`src/rtl/tff_toggle_driver.sv`:
```
// tff_toggle_driver: turns target level words into t pulses for an
// external T flip-flop bank, tracking the bank state in a shadow copy.
//
// Parameters:
//   W        width of target word / TFF bank
//   DEPTH    input FIFO entries (power of 2, >= 2)
//   MAX_TOG  max t bits asserted in one cycle (1..W)
//
// Ports:
//   clk          in   rising-edge system clock
//   rst_n        in   asynchronous active-low reset
//   in_valid     in   target word present
//   in_ready     out  FIFO can accept (not full)
//   in_data      in   target level word
//   t_out        out  registered toggle pulses to the TFF bank
//   shadow_q     out  committed bank state
//   busy         out  FSM not idle or words still buffered
//   fifo_count   out  number of buffered words
//   q_fb         in   bank readback   (TDRV_READBACK_CHECK_EN only)
//   err_mismatch out  sticky readback error (TDRV_READBACK_CHECK_EN only)
//
// Optional feature macro: TDRV_READBACK_CHECK_EN enables the readback checker.

module tff_toggle_driver #(
    parameter int W       = 8,
    parameter int DEPTH   = 4,
    parameter int MAX_TOG = W
) (
    input  logic                     clk,
    input  logic                     rst_n,
    input  logic                     in_valid,
    output logic                     in_ready,
    input  logic [W-1:0]             in_data,
    output logic [W-1:0]             t_out,
    output logic [W-1:0]             shadow_q,
    output logic                     busy,
    output logic [$clog2(DEPTH):0]   fifo_count
`ifdef TDRV_READBACK_CHECK_EN
    ,
    input  logic [W-1:0]             q_fb,
    output logic                     err_mismatch
`endif
);

    localparam int AW = $clog2(DEPTH);
    localparam int CW = $clog2(W + 1) + 1;
    localparam logic [CW-1:0] MAXT = CW'(MAX_TOG);
    localparam logic [AW:0]   FULL = (AW + 1)'(DEPTH);

    typedef enum logic {
        IDLE,
        ISSUE
    } state_t;

    state_t state;

    logic [W-1:0]  mem [DEPTH];
    logic [AW-1:0] wr_ptr;
    logic [AW-1:0] rd_ptr;
    logic [AW:0]   count;

    logic [W-1:0]  target;
    logic [W-1:0]  pending;
    logic [W-1:0]  sel;
    logic [CW-1:0] nsel;
    logic          done;
    logic          full;
    logic          push;
    logic          pop;
    logic [W-1:0]  head;

    assign full       = (count == FULL);
    assign in_ready   = !full;
    assign push       = in_valid && !full;
    assign head       = mem[rd_ptr];
    assign fifo_count = count;
    assign busy       = (state != IDLE) || (count != '0);

    assign pending = target ^ shadow_q;
    // The current word is finished once this cycle's selection covers
    // every remaining pending bit; the next word is fetched in that cycle.
    assign done    = ((pending ^ sel) == '0);

    always_comb begin
        pop = 1'b0;
        unique case (state)
            IDLE:    pop = (count != '0);
            ISSUE:   pop = done && (count != '0);
            default: pop = 1'b0;
        endcase
    end

    // Lowest-index pending bits, capped at MAX_TOG per cycle.
    always_comb begin
        sel  = '0;
        nsel = '0;
        for (int i = 0; i < W; i++) begin
            if (pending[i] && (nsel < MAXT)) begin
                sel[i] = 1'b1;
                nsel   = nsel + CW'(1);
            end
        end
    end

    always_ff @(posedge clk) begin
        if (push) begin
            mem[wr_ptr] <= in_data;
        end
    end

    always_ff @(posedge clk or negedge rst_n) begin
        if (!rst_n) begin
            wr_ptr <= '0;
            rd_ptr <= '0;
            count  <= '0;
        end else begin
            if (push) begin
                wr_ptr <= wr_ptr + AW'(1);
            end
            if (pop) begin
                rd_ptr <= rd_ptr + AW'(1);
            end
            unique case ({push, pop})
                2'b10:   count <= count + (AW + 1)'(1);
                2'b01:   count <= count - (AW + 1)'(1);
                default: count <= count;
            endcase
        end
    end

    always_ff @(posedge clk or negedge rst_n) begin
        if (!rst_n) begin
            state    <= IDLE;
            target   <= '0;
            t_out    <= '0;
            shadow_q <= '0;
        end else begin
            unique case (state)
                IDLE: begin
                    t_out <= '0;
                    if (count != '0) begin
                        target <= head;
                        state  <= ISSUE;
                    end
                end
                ISSUE: begin
                    // sel is zero when pending is zero, so an already
                    // matching word costs one silent cycle.
                    t_out    <= sel;
                    shadow_q <= shadow_q ^ sel;
                    if (done) begin
                        if (count != '0) begin
                            target <= head;
                        end else begin
                            state <= IDLE;
                        end
                    end
                end
                default: begin
                    state <= IDLE;
                    t_out <= '0;
                end
            endcase
        end
    end

`ifdef TDRV_READBACK_CHECK_EN
    // The bank toggles one edge after t_out is issued, while shadow_q
    // moves on the same edge as t_out; delaying shadow_q aligns them.
    logic [W-1:0] shadow_d1;

    always_ff @(posedge clk or negedge rst_n) begin
        if (!rst_n) begin
            shadow_d1    <= '0;
            err_mismatch <= 1'b0;
        end else begin
            shadow_d1 <= shadow_q;
            if (q_fb != shadow_d1) begin
                err_mismatch <= 1'b1;
            end
        end
    end
`endif

endmodule

```
`config.mk`:
```
export PLATFORM = sky130hd
export DESIGN_NAME = tff_toggle_driver
export DESIGN_NICKNAME = d
export VERILOG_FILES = /design/src/rtl/tff_toggle_driver.sv
export SDC_FILE = /design/constraint.sdc
export NUM_CORES = 1
export LEC_CHECK = 0
export ABC_AREA = 1
export CORE_UTILIZATION = 50
export CTS_CLUSTER_SIZE = 30
export DETAILED_ROUTE_END_ITERATION = 12
export PLACE_DENSITY = 0.72
export SLEW_MARGIN = 20
export SYNTH_ARGS = -nofsm -noshare
export SYNTH_HDL_FRONTEND = slang
export SYNTH_SLANG_ARGS = --single-unit
```
`constraint.sdc`:
```
create_clock -name clk -period 8.1 [get_ports clk]
set_input_delay 0.81 -clock clk [delete_from_list [all_inputs] [get_ports clk]]
set_output_delay 0.81 -clock clk [all_outputs]
set_load 0.005 [all_outputs]
```
Yosys cells after proc, flatten, opt, wreduce, memory -nomap -nowiden
Memories as Yosys holds them, arrays and structs flattened.
Index checks and enable logic that the tools add are counted.
W data, S select, Z words.
{"block": "op_classes", "addsub": 10, "multipliers": 0, "n_div": 0, "magnitude_cmp": 7, "eq_ne": 4, "n_shift": 0, "muxes": 26, "n_bitwise": 4, "n_reduce_logical": 14}
{"cell": "$lt A5 B4 Y1 const B", "n": 7}
{"cell": "$pmux W8 S2", "n": 2}
{"cell": "$add A5 B1 Y5 const B", "n": 6}
{"cell": "$mux W5", "n": 6}
{"cell": "$xor A8 B8 Y8", "n": 3}
{"cell": "$mux W8", "n": 2}
{"cell": "$mux W1", "n": 13}
{"cell": "$logic_and A1 B1 Y1", "n": 9}
{"cell": "$logic_not A8 Y1", "n": 1}
{"cell": "$pmux W3 S2", "n": 1}
{"cell": "$add A2 B1 Y2 const B", "n": 2}
{"cell": "$pmux W1 S2", "n": 2}
{"cell": "$add A3 B1 Y3 const B", "n": 1}
{"cell": "$eq A3 B3 Y1 const B", "n": 1}
{"cell": "$reduce_bool A3 Y1", "n": 1}
{"cell": "$sub A3 B1 Y3 const B", "n": 1}
{"cell": "$eq A2 B1 Y1 const B", "n": 1}
{"cell": "$eq A2 B2 Y1 const B", "n": 1}
{"cell": "$ne A2 B1 Y1 const B", "n": 1}
{"cell": "$reduce_bool A2 Y1", "n": 1}
{"cell": "$logic_not A1 Y1", "n": 1}
{"cell": "$logic_or A1 B1 Y1", "n": 1}
{"cell": "$not A1 Y1", "n": 1}
{"block": "totals", "register_bits": 32, "latchBits": 0, "ramBits": 32, "mem_bits_ro": 0, "input_bits": 11, "output_inout_bits": 21, "elab_cells": 73, "n_memories": 1}
{"name": "mem", "depth": 4, "width": 8, "read_ports": 1, "rd_ports_with_merged_regs": 0, "wr": 1, "line_no": "57", "rtl": "logic [W-1:0] mem [DEPTH];"}

Logic depth before layout (Yosys ltp)
{"block": "logic_depth", "depth_word": 29, "mapped_depth": 31, "mapped_depth_nobuf": 30}

Worst setup path before layout
Ideal clock, no wire load.
{"block": "synth_timing", "kind": "reg-to-reg", "start": "register shadow_q[1]", "end": "register count[2], in the netlist fifo_count[2]", "setup_ps": 124, "arrival_ps": 3559, "required_time_ps": 7976, "setup_slack_ps": 4417, "stages_incl_launch_ff": 30, "path_buffers": 1, "period_less_slack_ps": 3683, "cell_sequence": "dfrtp_1 > inv_1 > nand2_1 > nand2_1 > ha_1 > inv_1 > nand3_2 > nand2_2 > inv_1 > nand3_1 > nand3_1 > and2_1 > ha_1 > nand2_1 > nand2_1 > ha_1 > nand2_1 > nand2_1 > nand3_2 > nand2_2 > nand3_2 > nand2_2 > buf_6 > inv_1 > ha_1 > inv_1 > fa_1 > a21oi_1 > o21ai_0 > xnor2_1"}
{"block": "synth_between", "elab_chain_len": 27, "elab_cells_between_ends": 40, "cone_classes": "add/sub: 5; order compare: 6; eq/ne: 2; mux: 15; bitwise: 2; reduce/logical: 10"}
{"element": "from (decl)", "line_no": "35", "rtl": "output logic [W-1:0] shadow_q,"}
{"element": "from (signal assigned)", "line_no": "150", "rtl": "shadow_q <= shadow_q ^ sel;"}
{"element": "$xor A8 B8 Y8 *", "line_no": "79", "rtl": "assign pending = target ^ shadow_q;"}
{"element": "$logic_and A1 B1 Y1", "line_no": "98", "rtl": "if (pending[i] && (nsel < MAXT)) begin"}
{"element": "$mux W5", "line_no": "98"}
{"element": "$lt A5 B4 Y1", "line_no": "98"}
{"element": "$logic_and A1 B1 Y1", "line_no": "98"}
{"element": "$mux W5", "line_no": "98"}
{"element": "$lt A5 B4 Y1", "line_no": "98"}
{"element": "$logic_and A1 B1 Y1", "line_no": "98"}
{"element": "(+11 left out)"}
{"element": "$logic_and A1 B1 Y1", "line_no": "98"}
{"element": "$mux W1", "line_no": "98"}
{"element": "$xor A8 B8 Y8 *", "line_no": "82", "rtl": "assign done = ((pending ^ sel) == '0);"}
{"element": "$logic_not A8 Y1 *", "line_no": "82"}
{"element": "$logic_and A1 B1 Y1 *", "line_no": "88", "rtl": "ISSUE: pop = done && (count != '0);"}
{"element": "$pmux W1 S2 *", "line_no": "86", "rtl": "unique case (state)"}
{"element": "$eq A2 B1 Y1 or $eq A2 B2 Y1 (tied branches)", "line_no": "123", "rtl": "unique case ({push, pop})"}
{"element": "$pmux W3 S2 or $reduce_bool A2 Y1 (tied branches)"}
{"element": "to (signal assigned)", "line_no": "124", "rtl": "2'b10: count <= count + (AW + 1)'(1);"}
{"element": "to (signal assigned)", "line_no": "125", "rtl": "2'b01: count <= count - (AW + 1)'(1);"}
{"element": "to (signal assigned)", "line_no": "126", "rtl": "default: count <= count;"}
{"element": "to (decl)", "line_no": "60", "rtl": "logic [AW:0] count;"}
Mark *: on every way between the ends. The rest lies on a longest branch, timed or not.
A chain may end at the register's enable or synchronous reset.

Worst setup path after layout
{"block": "layout_timing", "start": "register target[0]", "end": "register count[2], in the netlist fifo_count[2]"}
{"block": "layout_between", "elab_chain_len": 29, "elab_cells_between_ends": 44, "cone_classes": "add/sub: 6; order compare: 7; eq/ne: 2; mux: 17; bitwise: 2; reduce/logical: 10"}
{"element": "from (decl)", "line_no": "62", "rtl": "logic [W-1:0] target;"}
{"element": "from (signal assigned)", "line_no": "134", "rtl": "target <= '0;"}
{"element": "from (signal assigned)", "line_no": "142", "rtl": "target <= head;"}
{"element": "from (signal assigned)", "line_no": "153", "rtl": "target <= head;"}
{"element": "$xor A8 B8 Y8 *", "line_no": "79"}
{"element": "$mux W1", "line_no": "98"}
{"element": "$lt A5 B4 Y1", "line_no": "98"}
{"element": "$logic_and A1 B1 Y1", "line_no": "98"}
{"element": "$mux W5", "line_no": "98"}
{"element": "$lt A5 B4 Y1", "line_no": "98"}
{"element": "$logic_and A1 B1 Y1", "line_no": "98"}
{"element": "$mux W5", "line_no": "98"}
{"element": "(+13 left out)"}
{"element": "$logic_and A1 B1 Y1", "line_no": "98"}
{"element": "$mux W1", "line_no": "98"}
{"element": "$xor A8 B8 Y8 *", "line_no": "82"}
{"element": "$logic_not A8 Y1 *", "line_no": "82"}
{"element": "$logic_and A1 B1 Y1 *", "line_no": "88"}
{"element": "$pmux W1 S2 *", "line_no": "86"}
{"element": "$eq A2 B1 Y1 or $eq A2 B2 Y1 (tied branches)", "line_no": "123"}
{"element": "$pmux W3 S2 or $reduce_bool A2 Y1 (tied branches)"}
Marked as above.

==> impl_metrics.json <==
{
  "antenna_found_initial": 0,
  "core-area_mm2": 0.00564,
  "wl_per_cell_um": 12.3,
  "die_w_um": 79.5,
  "ys_types": 31,
  "cts_num_sinks": 64,
  "drc_errors": 0,
  "grt_overflow": 0,
  "crit_type": "reg -> reg",
  "drtIter0Drc": 71,
  "final-setup-viol-count": 0,
  "yosys.area_share.simple": 0.227,
  "skew_ps": 6.10,
  "h-tree-depth": 3,
  "worst-path-buf-inv": 6,
  "root_buffer": "clkbuf_8",
  "die_area_mm2": 0.00631,
  "cp-end-kind": "flop",
  "clkLatencyLatePin_ps": 340,
  "slowest_delay_ps": 420,
  "cp.required_ps": 8320,
  "drt-total-wl_mm": 5.20,
  "ios": 32,
  "synthTopCellsByArea": "edfxtp_1 32%, dfrtp_1 27%, nand2_1 9.1%, nand3_1 4.0%, nor2_1 3.8%",
  "netlist_instances": 311,
  "avgSynthCellArea_um2": 9.65,
  "die_y_um": 79.5,
  "final_max_slew_viol_count": 0,
  "hpwl_mm": 3.66,
  "critical_path.top_delay_family": "simple AND/OR/NAND/NOR gates",
  "rsz0062_at_grt": "no",
  "hp-class": "reg -> reg",
  "ys_seq_area_frac": 0.587,
  "finalCritPeriodShare": 0.505,
  "start_util": 0.532,
  "drv_cap": 0,
  "fill_cells": 485,
  "fin_setup_tns_ps": 0,
  "final-hold-violation-count": 0,
  "grt_pass1_vias": 2048,
  "synth_xor_area_frac": 0.0234,
  "std_cell_rows": 27,
  "track_usage": 0.192,
  "syn_to_final_growth_pct": 18.6,
  "vias_per_cell": 5.16,
  "firstDrtPassIters": 4,
  "cp-start-kind": "flop",
  "antenna_cells": 0,
  "fin_crit_ps": 4090,
  "nets": 366,
  "ctsLongestPathBuffers": 2,
  "fmax_mhz": 245,
  "slew_headroom": 0.462,
  "postCtsResizedCells": 0,
  "synth_top_family_by_area": "simple AND/OR/NAND/NOR gates",
  "worstPathArrival_ps": 4310,
  "grt_pass1_wl_mm": 8.97,
  "cpMaxStageDelayCell": "dfrtp_1",
  "num_vias": 2181,
  "synth_compound_area_frac": 0.0630,
  "yosysWarningCount": 0,
  "cts_tree": "yes",
  "synth_fa_ha_area_frac": 0.0400,
  "path_common_cell": "nand2_1",
  "gp_congestion": 0.785,
  "cp_max_fo": 12,
  "cts_hold_buf": 0,
  "status": "finished, final reports clean",
  "cts_made_buffers": 9,
  "synthMuxAreaShare": 0,
  "drive_gt1_frac": 0.120,
  "synthDominantCellAreaShare": 0.320,
  "clkTransAtPathRegs_ps": 70,
  "postCtsSetupBuffers": 0,
  "ant_nets": 0,
  "portBuffers": 31,
  "syn-cell-area_mm2": 0.00300,
  "syn-num-nets": 331,
  "grt_max_degree": 33,
  "worstMarginPinSlew_ps": 804,
  "ys_ff_latch": 64,
  "yosys.area.top_type": "edfxtp_1"
}
## metrics by stage
step	hold slack (ps)	setup slack [ps]	cell area, um^2	utilization	instances
after floorplan	476	4420	3000	-	311
after global placement	498	4120	3360	0.596	407
after detailed placement	502	4010	3360	0.596	407
after CTS	520	3960	3560	0.631	423
after global routing	557	3600	3560	0.631	423
final	519	4010	3560	0.631	423
## synthesized netlist by cell type (all sizes together)
library cell / count
xor2: 4
clkbuf: 4
inv: 34
o21ai: 22
clkinv: 1
nand3: 28
or2: 1
a31oi: 1
o22ai: 8
xnor2: 4
nor2: 32
nor3: 1
nand4: 1
o21bai: 1
ha: 8
a21oi: 3
dfrtp: 32
fa: 1
edfxtp: 32
nand2: 88
buf: 4
and2: 1
## metal layers
| metal | vias up | global-route usage | wire [um] |
|---|---|---|---|
| met5 | - | 0 | 0 |
| met4 | 0 | 0.0855 | 92 |
| met3 | 9 | 0.0697 | 240 |
| met2 | 49 | 0.324 | 2590 |
| met1 | 1032 | 0.218 | 2280 |
| li1 | 1091 | - | - |
## final timing paths
kind                            from       endpoint  slack, ps  cells past startpoint
min in group asynchronous      rst_n       t_out[0]        870                      2
min                        target[4]      target[4]        520                      2
max reg2reg                target[0]  fifo_count[2]       4010                     30
min reg2reg                target[4]      target[4]        520                      2
max                        target[0]  fifo_count[2]       4010                     30
max in group asynchronous      rst_n       t_out[6]       6940                      2
## layout by cell type (no fill, tap or decap), types with 5 or more instances in the layout
cell             synthesis  layout
nand3_1                 24      24
dfrtp_1                 32      32
o21ai_0                 22      22
ha_1                     8       8
o22ai_1                  8       8
edfxtp_1                32      32
clkdlybuf4s50_1          0      31
nand2_2                 15      15
clkbuf_8                 0       9
inv_2                    5       5
inv_1                   29      29
nor2_1                  30      30
nand2_1                 73      73
## final cells by class
cell class                      instances  area [um^2]  area share
Clock inverter                          7         71.3      0.0200
Tap cell                               72         90.1      0.0253
Timing Repair Buffer                   32          318      0.0893
Clock buffer                            9          124      0.0348
Inverter                               35          131      0.0369
Multi-Input combinational cell        204         1060       0.298
Sequential cell                        64         1760       0.495
## cells by family (layout without fill, tap and decap cells)
group / count (synthesis) / in the layout
buffers and inverters: 43 / 83
AO/OA/AOI/OAI: 35 / 35
AND/OR/NAND/NOR: 152 / 152
adder cells (fa/ha/maj): 9 / 9
flip-flops: 64 / 64
XOR/XNOR: 8 / 8
## flip-flops by register name (all words and copies together), names as in the netlist, named ones only
name        cells
mem            32
t_out           8
target          8
shadow_q        4
fifo_count      3
rd_ptr          2
wr_ptr          2
state           1
## tightest hold or removal path, stage by stage, from the launching register on
cell	delay [ps]
dfrtp_1	380
nand2_1	60
nand2_1	50
Power is not shown: default switching activity piles up to over one toggle a cycle in this logic, so the estimate is an artifact.
